### config.mk
export PLATFORM = sky130hd
export DESIGN_NAME = key_entry_buffer_flat
export DESIGN_NICKNAME = d
export VERILOG_FILES = /design/src/rtl/key_entry_buffer_if.sv /design/src/rtl/key_entry_buffer.sv /design/src/flat_wrapper.sv
export SDC_FILE = /design/constraint.sdc
export NUM_CORES = 1
export LEC_CHECK = 0
export BUFFER_PORTS_ARGS = -buffer_cell sky130_fd_sc_hd__buf_2
export CORE_MARGIN = 5
export CORE_UTILIZATION = 53
export CTS_CLUSTER_DIAMETER = 30
export DETAILED_ROUTE_END_ITERATION = 7
export HOLD_SLACK_MARGIN = 0.05
export PLACE_DENSITY = 0.77
export SLEW_MARGIN = 20
export SYNTH_ARGS = -nofsm -noshare
export SYNTH_HDL_FRONTEND = slang
export SYNTH_SLANG_ARGS = --single-unit
### constraint.sdc
create_clock -name clk -period 3.38 [get_ports clk]
set_input_delay 0 -clock clk [delete_from_list [all_inputs] [get_ports clk]]
set_output_delay 0 -clock clk [all_outputs]
set_load 0.005 [all_outputs]
### src/rtl/key_entry_buffer_if.sv
// Front-panel control bundle and downstream handoff for key_entry_buffer.
interface key_entry_buffer_if #(
  parameter int WIDTH_OUT = 128,
  parameter int WIDTH_IN  = 8
);
  localparam int CHUNKS = WIDTH_OUT / WIDTH_IN;
  localparam int CW     = (CHUNKS > 1) ? $clog2(CHUNKS) : 1;

  logic [WIDTH_IN-1:0]  d_in;
  logic                 capture_key;
  logic                 clear_chunk;
  logic                 left_shift;
  logic                 right_shift;
  logic                 start;
  logic                 unlock;
  logic                 out_ready;
  logic [WIDTH_OUT-1:0] d_out;
  logic [CW-1:0]        cursor;
  logic [CHUNKS-1:0]    fill_mask;
  logic                 all_filled;
  logic                 out_valid;
  logic                 locked;

  modport master (
    output d_in, capture_key, clear_chunk, left_shift, right_shift,
           start, unlock, out_ready,
    input  d_out, cursor, fill_mask, all_filled, out_valid, locked
  );

  modport slave (
    input  d_in, capture_key, clear_chunk, left_shift, right_shift,
           start, unlock, out_ready,
    output d_out, cursor, fill_mask, all_filled, out_valid, locked
  );
endinterface

### src/rtl/key_entry_buffer.sv
// Chunk-by-chunk key word editor with edge-detected controls, fill tracking
// and a valid/ready handoff that locks the word while downstream uses it.
module key_entry_buffer #(
  parameter int WIDTH_OUT    = 128,
  parameter int WIDTH_IN     = 8,
  parameter int WRAP         = 0,
  parameter int AUTO_ADV     = 0,
  parameter int REQUIRE_FULL = 1
) (
  input logic               clk,
  input logic               rst,
  key_entry_buffer_if.slave bus
);
  localparam int CHUNKS = WIDTH_OUT / WIDTH_IN;
  localparam int CW     = (CHUNKS > 1) ? $clog2(CHUNKS) : 1;
  localparam logic [CW-1:0] LAST = CW'(CHUNKS - 1);

  typedef enum logic [1:0] {EDIT, OFFER, LOCKED} state_t;

  state_t               state, state_n;
  logic [WIDTH_OUT-1:0] word, word_n;
  logic [CW-1:0]        cur, cur_n;
  logic [CHUNKS-1:0]    fill, fill_n;
  logic                 valid_q, locked_q, full_q;
  // Control bit order: {unlock, start, right, left, clear, capture}
  logic [5:0]           ctl, hist, rise;
  logic                 start_ok;

  function automatic logic [CW-1:0] cur_up(input logic [CW-1:0] c);
    if (c == LAST) return (WRAP != 0) ? '0 : LAST;
    return c + 1'b1;
  endfunction

  function automatic logic [CW-1:0] cur_down(input logic [CW-1:0] c);
    if (c == '0) return (WRAP != 0) ? LAST : '0;
    return c - 1'b1;
  endfunction

  assign ctl = {bus.unlock, bus.start, bus.right_shift, bus.left_shift,
                bus.clear_chunk, bus.capture_key};
  assign rise = ctl & ~hist;
  // Start eligibility looks at the fill state before this cycle's edit.
  assign start_ok = (REQUIRE_FULL == 0) || (&fill);

  // Next-state and next-contents: one edit per cycle, start pre-empts edits.
  always_comb begin
    state_n = state;
    word_n  = word;
    cur_n   = cur;
    fill_n  = fill;
    case (state)
      EDIT: begin
        if (rise[4] && start_ok) begin
          state_n = OFFER;
        end else if (rise[0]) begin
          word_n[int'(cur)*WIDTH_IN +: WIDTH_IN] = bus.d_in;
          fill_n[cur] = 1'b1;
          if (AUTO_ADV != 0) cur_n = cur_up(cur);
        end else if (rise[1]) begin
          word_n[int'(cur)*WIDTH_IN +: WIDTH_IN] = '0;
          fill_n[cur] = 1'b0;
        end else if (rise[2]) begin
          cur_n = cur_up(cur);
        end else if (rise[3]) begin
          cur_n = cur_down(cur);
        end
      end
      OFFER: begin
        if (bus.out_ready)  state_n = LOCKED;
        else if (rise[5])   state_n = EDIT;
      end
      LOCKED: begin
        if (rise[5]) state_n = EDIT;
      end
      default: state_n = EDIT;
    endcase
  end

  // State, contents, edge history and registered status flags.
  always_ff @(posedge clk) begin
    if (rst) begin
      state    <= EDIT;
      word     <= '0;
      cur      <= '0;
      fill     <= '0;
      hist     <= '1;
      valid_q  <= 1'b0;
      locked_q <= 1'b0;
      full_q   <= 1'b0;
    end else begin
      state    <= state_n;
      word     <= word_n;
      cur      <= cur_n;
      fill     <= fill_n;
      hist     <= ctl;
      valid_q  <= (state_n == OFFER);
      locked_q <= (state_n == LOCKED);
      full_q   <= &fill_n;
    end
  end

  assign bus.d_out      = word;
  assign bus.cursor     = cur;
  assign bus.fill_mask  = fill;
  assign bus.all_filled = full_q;
  assign bus.out_valid  = valid_q;
  assign bus.locked     = locked_q;
endmodule

### src/flat_wrapper.sv
// flat-port wrapper written by rule: the top's interface ports become plain ports
module key_entry_buffer_flat 
#(
  parameter int WIDTH_OUT    = 128,
  parameter int WIDTH_IN     = 8,
  parameter int WRAP         = 0,
  parameter int AUTO_ADV     = 0,
  parameter int REQUIRE_FULL = 1
)
  (clk, rst, bus_d_in, bus_capture_key, bus_clear_chunk, bus_left_shift, bus_right_shift, bus_start, bus_unlock, bus_out_ready, bus_d_out, bus_cursor, bus_fill_mask, bus_all_filled, bus_out_valid, bus_locked);
  key_entry_buffer_if #(.WIDTH_OUT(WIDTH_OUT), .WIDTH_IN(WIDTH_IN)) bus_i ();
  input logic clk;
  input logic rst;
  input wire logic [$bits(bus_i.d_in)-1:0] bus_d_in;
  input wire logic [$bits(bus_i.capture_key)-1:0] bus_capture_key;
  input wire logic [$bits(bus_i.clear_chunk)-1:0] bus_clear_chunk;
  input wire logic [$bits(bus_i.left_shift)-1:0] bus_left_shift;
  input wire logic [$bits(bus_i.right_shift)-1:0] bus_right_shift;
  input wire logic [$bits(bus_i.start)-1:0] bus_start;
  input wire logic [$bits(bus_i.unlock)-1:0] bus_unlock;
  input wire logic [$bits(bus_i.out_ready)-1:0] bus_out_ready;
  output wire logic [$bits(bus_i.d_out)-1:0] bus_d_out;
  output wire logic [$bits(bus_i.cursor)-1:0] bus_cursor;
  output wire logic [$bits(bus_i.fill_mask)-1:0] bus_fill_mask;
  output wire logic [$bits(bus_i.all_filled)-1:0] bus_all_filled;
  output wire logic [$bits(bus_i.out_valid)-1:0] bus_out_valid;
  output wire logic [$bits(bus_i.locked)-1:0] bus_locked;
  assign bus_i.d_in = bus_d_in;
  assign bus_i.capture_key = bus_capture_key;
  assign bus_i.clear_chunk = bus_clear_chunk;
  assign bus_i.left_shift = bus_left_shift;
  assign bus_i.right_shift = bus_right_shift;
  assign bus_i.start = bus_start;
  assign bus_i.unlock = bus_unlock;
  assign bus_i.out_ready = bus_out_ready;
  assign bus_d_out = bus_i.d_out;
  assign bus_cursor = bus_i.cursor;
  assign bus_fill_mask = bus_i.fill_mask;
  assign bus_all_filled = bus_i.all_filled;
  assign bus_out_valid = bus_i.out_valid;
  assign bus_locked = bus_i.locked;
  key_entry_buffer #(.WIDTH_OUT(WIDTH_OUT), .WIDTH_IN(WIDTH_IN), .WRAP(WRAP), .AUTO_ADV(AUTO_ADV), .REQUIRE_FULL(REQUIRE_FULL)) u_core (.clk(clk), .rst(rst), .bus(bus_i));
endmodule
== Word level (Yosys, flattened, before mapping) ==
Cells that the tools add are included.
W data, S select, Z words.
Word-level totals
  input port bits: 17
  logic and storage cells: 72
  register bits after elaboration: 159
  output and inout bits: 151
Cells by class
  muxes and demuxes: 33
  equal/unequal tests: 5
  reductions and logical operators: 10
  bitwise gates (word level): 8
  shift-type cells: 3
  order comparisons: 2
  add/sub/neg operators: 3
Operators with widths (count)
  $bwmux W128: 2
  $mux W128: 2
  $shift A8 B33 Y128 const A: 1
  $shiftx A8 B33 Y128: 1
  $shiftx A8 B33 Y128 const A: 1
  $mux W16: 4
  $neg A7 Y33: 1
  $reduce_and A16 Y1: 2
  $mux W4: 6
  $and A16 B16 Y16: 1
  $not A16 Y16: 1
  $or A16 B16 Y16: 1
  $mux W1: 14
  $and A6 B6 Y6: 1
  $mux W2: 3
  $not A6 Y6: 1
  $pmux W2 S3: 1
  $lt A4 B5 Y1 const B: 1
  $reduce_and A5 Y1: 1
  $add A4 B1 Y4 const B: 1
  $demux W1 S4: 1
  $eq A2 B1 Y1 const B: 2
  $eq A2 B2 Y1 const B: 2
  $eq A4 B4 Y1 const B: 1
  8 further kinds: 12

== Longest topological paths before layout ==
Gate-level depths: netlist of the first run.
  word-level depth: 11
  mapped depth: 10
  depth with buffers taken out: 8

== Worst setup path before layout of the first run ==
Ideal clock, no wire load.
  path kind: register -> register
  from: register u_core.cur[0], in the netlist u_core.bus.cursor[0]
  to: register u_core.word[102], in the netlist u_core.bus.d_out[102]
  setup time: 0.126 ns
  data arrival time: 2.326 ns
  path slack: 0.928 ns
  cell stages (with the launch flop): 11
  data required time: 3.254 ns
  clock period less this slack: 2.452 ns
  cells stage by stage: dfxtp_1 -> buf_2 -> inv_1 -> ha_1 -> clkbuf_1 -> nand2_1 -> a2111oi_0 -> nand2_1 -> clkbuf_1 -> nand3b_1 -> o21ai_0
Between the ends
  longest elaborated chain between the ends: 5
RTL lines
  start, declared: RTL line key_entry_buffer.sv:22  | logic [CW-1:0] cur, cur_n;
  start signal, assigned: RTL line key_entry_buffer.sv:93  | cur <= cur_n;
  $neg A7 Y33 (*): RTL line key_entry_buffer.sv:56, key_entry_buffer.sv:60
  $shiftx A8 B33 Y128 or $shift A8 B33 Y128 (tied branches): RTL line key_entry_buffer.sv:60, key_entry_buffer.sv:56
  $bwmux W128: RTL line key_entry_buffer.sv:60  | word_n[int'(cur)*WIDTH_IN +: WIDTH_IN] = '0;
  $mux W128: RTL line key_entry_buffer.sv:59  | end else if (rise[1]) begin
  $mux W128 (*): RTL line key_entry_buffer.sv:55  | end else if (rise[0]) begin
  end signal, assigned: RTL line key_entry_buffer.sv:92  | word <= word_n;
  end, declared: RTL line key_entry_buffer.sv:21  | logic [WIDTH_OUT-1:0] word, word_n;
Mark *: on every way between the ends. The rest lies on a longest branch, timed or not. The select of a mux whose other input is x is not followed.
A chain may end at the register's enable or synchronous reset.

== Worst setup path in the final report of the first run ==
  from: register u_core.cur[0], in the netlist u_core.bus.cursor[0]
  to: register u_core.word[35], in the netlist u_core.bus.d_out[35]
The elaborated chain is that of the path after synthesis.

==> results of run 1 <==
[cells in the mapped netlist, types with 2 or more instances]
library cell	number	share of area (%)
nor3_1	12	0.88
nand2_1	62	3.4
nand3b_1	46	5.1
nor2b_1	8	0.73
o2111ai_1	6	0.77
a2111oi_2	2	0.44
clkbuf_1	44	2.4
and3_1	3	0.28
buf_1	3	0.17
inv_1	11	0.61
a32oi_1	5	0.64
buf_6	2	0.33
nand3_1	60	4.4
and2_1	3	0.28
a211oi_1	3	0.33
buf_2	6	0.44
nand2b_1	71	6.5
a21oi_1	20	1.5
a32o_1	3	0.44
a22o_1	3	0.39
nor4_1	2	0.18
dfxtp_1	159	47
ha_1	7	1.3
a22oi_1	2	0.22
or3_1	2	0.18
mux2i_1	44	6.5
nor2_1	51	2.8
nor2_2	2	0.18
a21o_1	2	0.22
nor4_2	2	0.37
or2_2	7	0.64
nand4_1	6	0.55
o21ai_0	96	7.1
[timing repair]
action / CTS / global route
hold buffers: 16 / 0
hold endpoints to repair: 102 / 0
setup endpoints to repair: 0 / 0
[how the worst max path moves through the flow]
stage	startpoint	to	slack, ns	cells past startpoint
after floorplan	u_core.bus.cursor[0]	u_core.bus.d_out[102]	0.93	10
final	u_core.bus.cursor[0]	u_core.bus.d_out[35]	0.32	8
after detailed placement	u_core.bus.cursor[0]	u_core.bus.d_out[96]	0.44	8
after CTS	u_core.bus.cursor[0]	u_core.bus.d_out[35]	0.40	8
after global routing	u_core.bus.cursor[0]	u_core.bus.d_out[37]	0.05	8
after global placement	u_core.bus.cursor[0]	u_core.bus.d_out[39]	0.46	8
[power by group]
| part | total [mW] | internal, mW | switching (mW) |
|---|---|---|---|
| Combinational | 0.233 | 0.0872 | 0.145 |
| Sequential | 1.89 | 1.88 | 0.00855 |
| Clock | 1.87 | 1.13 | 0.744 |
[per-stage QoR]
stage	instance area (um^2)	hold slack, ns	worst slack [ns]	utilization (%)	std cells
5_1_grt	8500	0.334	0.0514	67.3	1123
4_1_cts	8500	0.307	0.401	67.3	1123
6_report	8500	0.323	0.324	67.3	1123
3_5_place_dp	7760	0.206	0.439	61.5	1076
2_1_floorplan	6810	0.107	0.928	-	777
3_3_place_gp	7760	0.203	0.463	61.5	1076
[cell type report]
| type | instances | area, um^2 |
|---|---|---|
| flip-flops and latches | 159 | 3180 |
| multi-input cells | 552 | 3370 |
| repair buffers | 198 | 1110 |
| fillers | 1061 | 4120 |
| clock buffers | 23 | 468 |
| well taps | 172 | 215 |
| inverters | 11 | 41.3 |
| clock inverters | 8 | 106 |
[flip-flops by register name, summed over array words and instances (netlist names)]
| register | cells |
|---|---|
| u_core.bus.all_filled | 1 |
| u_core.bus.cursor | 4 |
| u_core.bus.d_out | 128 |
| u_core.bus.fill_mask | 16 |
| u_core.bus.locked | 1 |
| u_core.bus.out_valid | 1 |
| u_core.hist | 6 |
| u_core.state | 2 |
[layer usage]
metal	part of all wire [%]	global-route usage, %	vias to the layer above
met1	42	34.0	2923
met5	0	0	-
met2	46	39.1	307
met4	2.9	11.6	0
li1	-	-	3050
met3	9.2	7.18	43
[worst max-delay path, cell delays in order, from the launching register on]
cell       delay [ns]
dfxtp_1          0.37
inv_1            0.25
ha_1             0.30
buf_4            0.25
nand2_1          0.11
a2111oi_0        0.81
nand2_1          0.52
nand3b_1         0.22
o21ai_0          0.09
[kinds of logic after synthesis]
kind of cell	after synthesis
AOI/OAI and AO/OA	156
xor gates and xnor gates	1
adders and majority gates	7
buffers and inverters	66
DFF	159
muxes	45
and+or+nand+nor	343
==> flow_metrics.env, run 1 <==
export IMPL_synth_simple_area_share_pct=27.4
export IMPL_crit_arrival_ns=3.35
export IMPL_overflow=0
export IMPL_drc=0
export IMPL_hold_end="u_core.hist[4]"
export IMPL_drive_gt1_share_pct=24.1
export IMPL_worstSkewPairLatency_ns=0.42
export IMPL_drtPass1Iterations=5
export IMPL_relSlewSlack_pct=34.8
export IMPL_rr_worst_depth=8
export IMPL_power_leakage_nw=3.39
export IMPL_endpoint_kind="flop"
export IMPL_synth_fa_ha_area_share_pct=1.29
export IMPL_cp_start_kind="flop"
export IMPL_cts_setup_buffers=0
export IMPL_peakVddDrop_mv=0.319
export IMPL_cts_tree="done"
export IMPL_cts_root_buf="clkbuf_16"
export IMPL_status="completed"
export IMPL_gp_congestion=0.887
export IMPL_rows=41
export IMPL_die_y_um=123
export IMPL_rr_startpoint="u_core.bus.cursor[0]"
export IMPL_avgSynthCellArea_um2=8.77
export IMPL_vias=6323
export IMPL_wirelength_um=19600
export IMPL_synth_cell_type_count=55
export IMPL_nets=963
export IMPL_avgRoutedWirePerCell_um=17.5
export IMPL_post_route_period_util_pct=90.4
export IMPL_worst_hold_path_num_cells=3
export IMPL_maxSlewViolCount=0
export IMPL_numCtsBuffers=17
export IMPL_drv_cap=0
export IMPL_cts_resized=0
export IMPL_hp_class="in2reg"
export IMPL_max_freq_mhz=327
export IMPL_cp_required_ns=3.67
export IMPL_period_minus_slack_ns=3.06
export IMPL_synth_nets=801
export IMPL_via_per_inst=5.63
export IMPL_p_per_area_mw_per_mm2=470
export IMPL_layout_commonest_cell="buf_2"
export IMPL_ff2ff_setup_slack_ns=0.32
export IMPL_floorplan_initialDensity_pct=54.0
export IMPL_ys_ff_latch=159
export IMPL_synthArstFlopShare_pct=0
export IMPL_synth_ff_type="dfxtp_1"
export IMPL_grt_total_usage_pct=25.7
export IMPL_syn_inst=777
export IMPL_h_tree_depth=4
export IMPL_grt_pass1_vias=5888
export IMPL_hold_viol_final=0
export IMPL_fp_dieArea_mm2=0.0152
export IMPL_setup_tns_ns=0
export IMPL_grt_pass1_wl_um=30700
export IMPL_antenna_left=0
export IMPL_synth_edf_count=0
export IMPL_synth_xor_area_share_pct=0.129
export IMPL_area_growth_pct=24.7
export IMPL_power_total_mw=3.99
export IMPL_clk_path_buf_depth=2
export IMPL_layout_common_cells="buf_2, dfxtp_1, o21ai_0, nand2b_1, nand2_1"
export IMPL_synth_compound_area_share_pct=13.8
export IMPL_n_antenna_cell=0
export IMPL_path_clk_slew_ns=0.06
export IMPL_setup_viol=0
export IMPL_crit_path_max_fanout=17
export IMPL_antenna_found_initial=0
export IMPL_port_buffers=167
export IMPL_ys_warn_count=0
export IMPL_final_setup_skew_ns=0.00941
export IMPL_synth_top_family_by_area="simple AND/OR/NAND/NOR gates"
export IMPL_yosysSeqAreaShare_pct=46.7
export IMPL_die_w_um=123
export IMPL_rsz0062_at_grt="false"
export IMPL_drt_initial_drc_count=651
export IMPL_fp_coreArea_mm2=0.0126
export IMPL_min_from="bus_start"
export IMPL_grt_max_degree=125
export IMPL_yosys_mux_area_fraction_pct=6.63
export IMPL_critPathKind="reg2reg"
export IMPL_ios=168
export IMPL_syn_area_mm2=0.00681
export IMPL_tightest_slew_ns=0.977
export IMPL_dpl_hpwl_um=13300
export IMPL_r2r_end="u_core.bus.d_out[35]"
export IMPL_clock_sinks=159
Note: power is estimated with default switching activity, not from simulation.
==> run 2, diff against run 1 <==
--- a/config.mk
+++ b/config.mk
@@ -5,13 +5,15 @@
 export SDC_FILE = /design/constraint.sdc
 export NUM_CORES = 1
 export LEC_CHECK = 0
+export ABC_AREA = 1
 export BUFFER_PORTS_ARGS = -buffer_cell sky130_fd_sc_hd__buf_2
 export CORE_MARGIN = 5
-export CORE_UTILIZATION = 53
+export CORE_UTILIZATION = 54
 export CTS_CLUSTER_DIAMETER = 30
 export DETAILED_ROUTE_END_ITERATION = 7
+export GPL_ROUTABILITY_DRIVEN = 0
 export HOLD_SLACK_MARGIN = 0.05
-export PLACE_DENSITY = 0.77
+export PLACE_DENSITY = 0.78
 export SLEW_MARGIN = 20
 export SYNTH_ARGS = -nofsm -noshare
 export SYNTH_HDL_FRONTEND = slang
==> flow_metrics.env, run 2 <==
export IMPL_endpoint_kind="flop"
export IMPL_worst_slack_ns=0.353
export IMPL_clk_path_buf_depth=2
export IMPL_post_route_period_util_pct=89.5
export IMPL_final_area_mm2=0.00857
export IMPL_ios=168
export IMPL_via_per_inst=5.28
export IMPL_synthArstFlopShare_pct=0
export IMPL_grt_pass1_vias=6206
export IMPL_largest_reg_flops=128
export IMPL_synth_edf_count=0
export IMPL_drive_gt1_share_pct=22.8
export IMPL_hold_viol_final=0
export IMPL_crit_arrival_ns=3.38
export IMPL_period_minus_slack_ns=3.03
export IMPL_p_per_area_mw_per_mm2=510
export IMPL_grt_max_degree=60
export IMPL_crit_family="buffers and inverters"
export IMPL_hp_class="in2reg"
export IMPL_setup_viol=0
export IMPL_tightest_slew_ns=0.791
export IMPL_postLayoutCoreUtil_pct=67.7
export IMPL_fin_cells=1282
export IMPL_synth_ff_type="dfxtp_1"
export IMPL_path_clk_slew_ns=0.07
export IMPL_avgRoutedWirePerCell_um=15.3
export IMPL_maxSlewViolCount=0
export IMPL_grt_total_usage_pct=25.7
export IMPL_dp_cells=1242
export IMPL_fp_dieArea_mm2=0.0154
export IMPL_cts_resized=0
export IMPL_yosys_area_top_type="dfxtp_1"
export IMPL_crit_path_top_delay_cell="dfxtp_1"
export IMPL_overflow=0
export IMPL_fp_coreArea_mm2=0.0127
export IMPL_cts_tree="done"
export IMPL_floorplan_initialDensity_pct=55.3
export IMPL_peakVddDrop_mv=0.341
export IMPL_cpPeakStageDelay_ns=0.54
export IMPL_critPathBufInv=4
export IMPL_cts_setup_buffers=0
export IMPL_power_total_mw=4.37
export IMPL_yosysSeqAreaShare_pct=45.4
export IMPL_die_y_um=124
export IMPL_crit_path_max_fanout=14
export IMPL_grt_pass1_wl_um=31200
export IMPL_wirelength_um=19600
export IMPL_drt_initial_drc_count=606
export IMPL_n_antenna_cell=0
export IMPL_avgSynthCellArea_um2=7.41
export IMPL_layout_commonest_cell="buf_2"
export IMPL_cp_start_kind="flop"
export IMPL_area_growth_pct=22.3
export IMPL_syn_area_mm2=0.00701
export IMPL_rsz0062_at_grt="false"
export IMPL_critPathKind="reg2reg"
export IMPL_preCtsSetupSlack_ns=0.443
export IMPL_synth_cell_type_count=40
export IMPL_cts_root_buf="clkbuf_16"
export IMPL_clock_sinks=159
export IMPL_h_tree_depth=4
export IMPL_cp_required_ns=3.73
export IMPL_post_dp_cell_area_mm2=0.00786
export IMPL_die_w_um=124
export IMPL_drv_cap=0
export IMPL_synth_nets=970
export IMPL_status="completed"
export IMPL_layout_common_cells="buf_2, dfxtp_1, nand2_1, nor2_1, o21ai_0"
export IMPL_power_leakage_nw=4.12
export IMPL_ys_ff_latch=159
export IMPL_syn_inst=946
export IMPL_rows=41
export IMPL_vias=6767
export IMPL_max_freq_mhz=330
export IMPL_worstSkewPairLatency_ns=0.43
export IMPL_final_setup_skew_ns=0.0104
export IMPL_ys_warn_count=0
export IMPL_synth_common_cells="dfxtp_1, nand2_1, nor2_1, o21ai_0, a21oi_1"
export IMPL_relSlewSlack_pct=47.2
export IMPL_ctsHoldBuffers=8
export IMPL_yosys_area_top_type_share_pct=45.4
export IMPL_setup_tns_ns=0
export IMPL_nets=1121
export IMPL_crit_chain="inv_2, nand2_1, inv_1, ha_1, inv_1, nand2_1, nor2_2, nand2_1, inv_1, o21ai_0, a21oi_1"
export IMPL_synth_area_top_cells="dfxtp_1, o21ai_0, nand2_1, a21oi_1, nor2_1"
export IMPL_antenna_left=0
export IMPL_numCtsBuffers=17
export IMPL_fin_hold_ws_ns=0.0802
export IMPL_drtPass1Iterations=5
export IMPL_drc=0
export IMPL_synth_most_common_cell="dfxtp_1"
export IMPL_antenna_found_initial=0
export IMPL_port_buffers=167
export IMPL_dpl_hpwl_um=13800
## run 2: kinds of logic after synthesis
| kind of cell | count (synthesis) | share of synthesized area (%) |
|---|---|---|
| buffers and inverters | 139 | 8.44 |
| AO/OA/AOI/OAI | 238 | 18.1 |
| AND/OR/NAND/NOR | 403 | 26.8 |
| adder cells (fa/ha/maj) | 7 | 1.25 |
| flip-flops | 159 | 45.4 |
## run 2: report_power, final
| part | leakage, nW | switching [mW] | internal, mW |
|---|---|---|---|
| logic | 2.52 | 0.281 | 0.109 |
| clock network | 0.311 | 0.810 | 1.25 |
| registers | 1.28 | 0.0220 | 1.90 |
| total | 4.12 | 1.11 | 3.26 |
## run 2: worst register-to-register path: cells and delay by family, from the launching register on
| kind | cells | cell delay (ns) |
|---|---|---|
| AND/OR/NAND/NOR | 4 | 0.78 |
| flip-flops | 1 | 0.54 |
| adder cells (fa/ha/maj) | 1 | 0.40 |
| AO/OA/AOI/OAI | 2 | 0.28 |
| buffers and inverters | 4 | 0.95 |
## run 2: layout make-up
| cell class | count | area, um^2 |
|---|---|---|
| Fill cell | 1090 | 4100 |
| Multi-Input combinational cell | 648 | 3240 |
| Sequential cell | 159 | 3180 |
| Timing Repair Buffer | 182 | 968 |
| Clock buffer | 17 | 425 |
| Inverter | 89 | 337 |
| Tap cell | 172 | 215 |
| Clock inverter | 15 | 209 |
## run 2: layer usage
layer | up-vias | GRT usage, % | part of all wire (%)
met1 | 3050 | 36.5 | 46
met2 | 275 | 38.7 | 45
met5 | - | 0 | 0
met3 | 26 | 5.95 | 7.8
met4 | 0 | 8.62 | 1.8
li1 | 3416 | - | -
## run 2: final timing paths
kind / endpoint / slack [ns] / startpoint / cells after the start
worst max-delay path: u_core.bus.d_out[92] / 0.35 / u_core.bus.cursor[0] / 11
worst min-delay path: u_core.bus.d_out[98] / 0.08 / bus_d_in[2] / 5
worst max register to register: u_core.bus.d_out[92] / 0.35 / u_core.bus.cursor[0] / 11
worst min register to register: u_core.bus.d_out[28] / 0.47 / u_core.bus.d_out[28] / 2
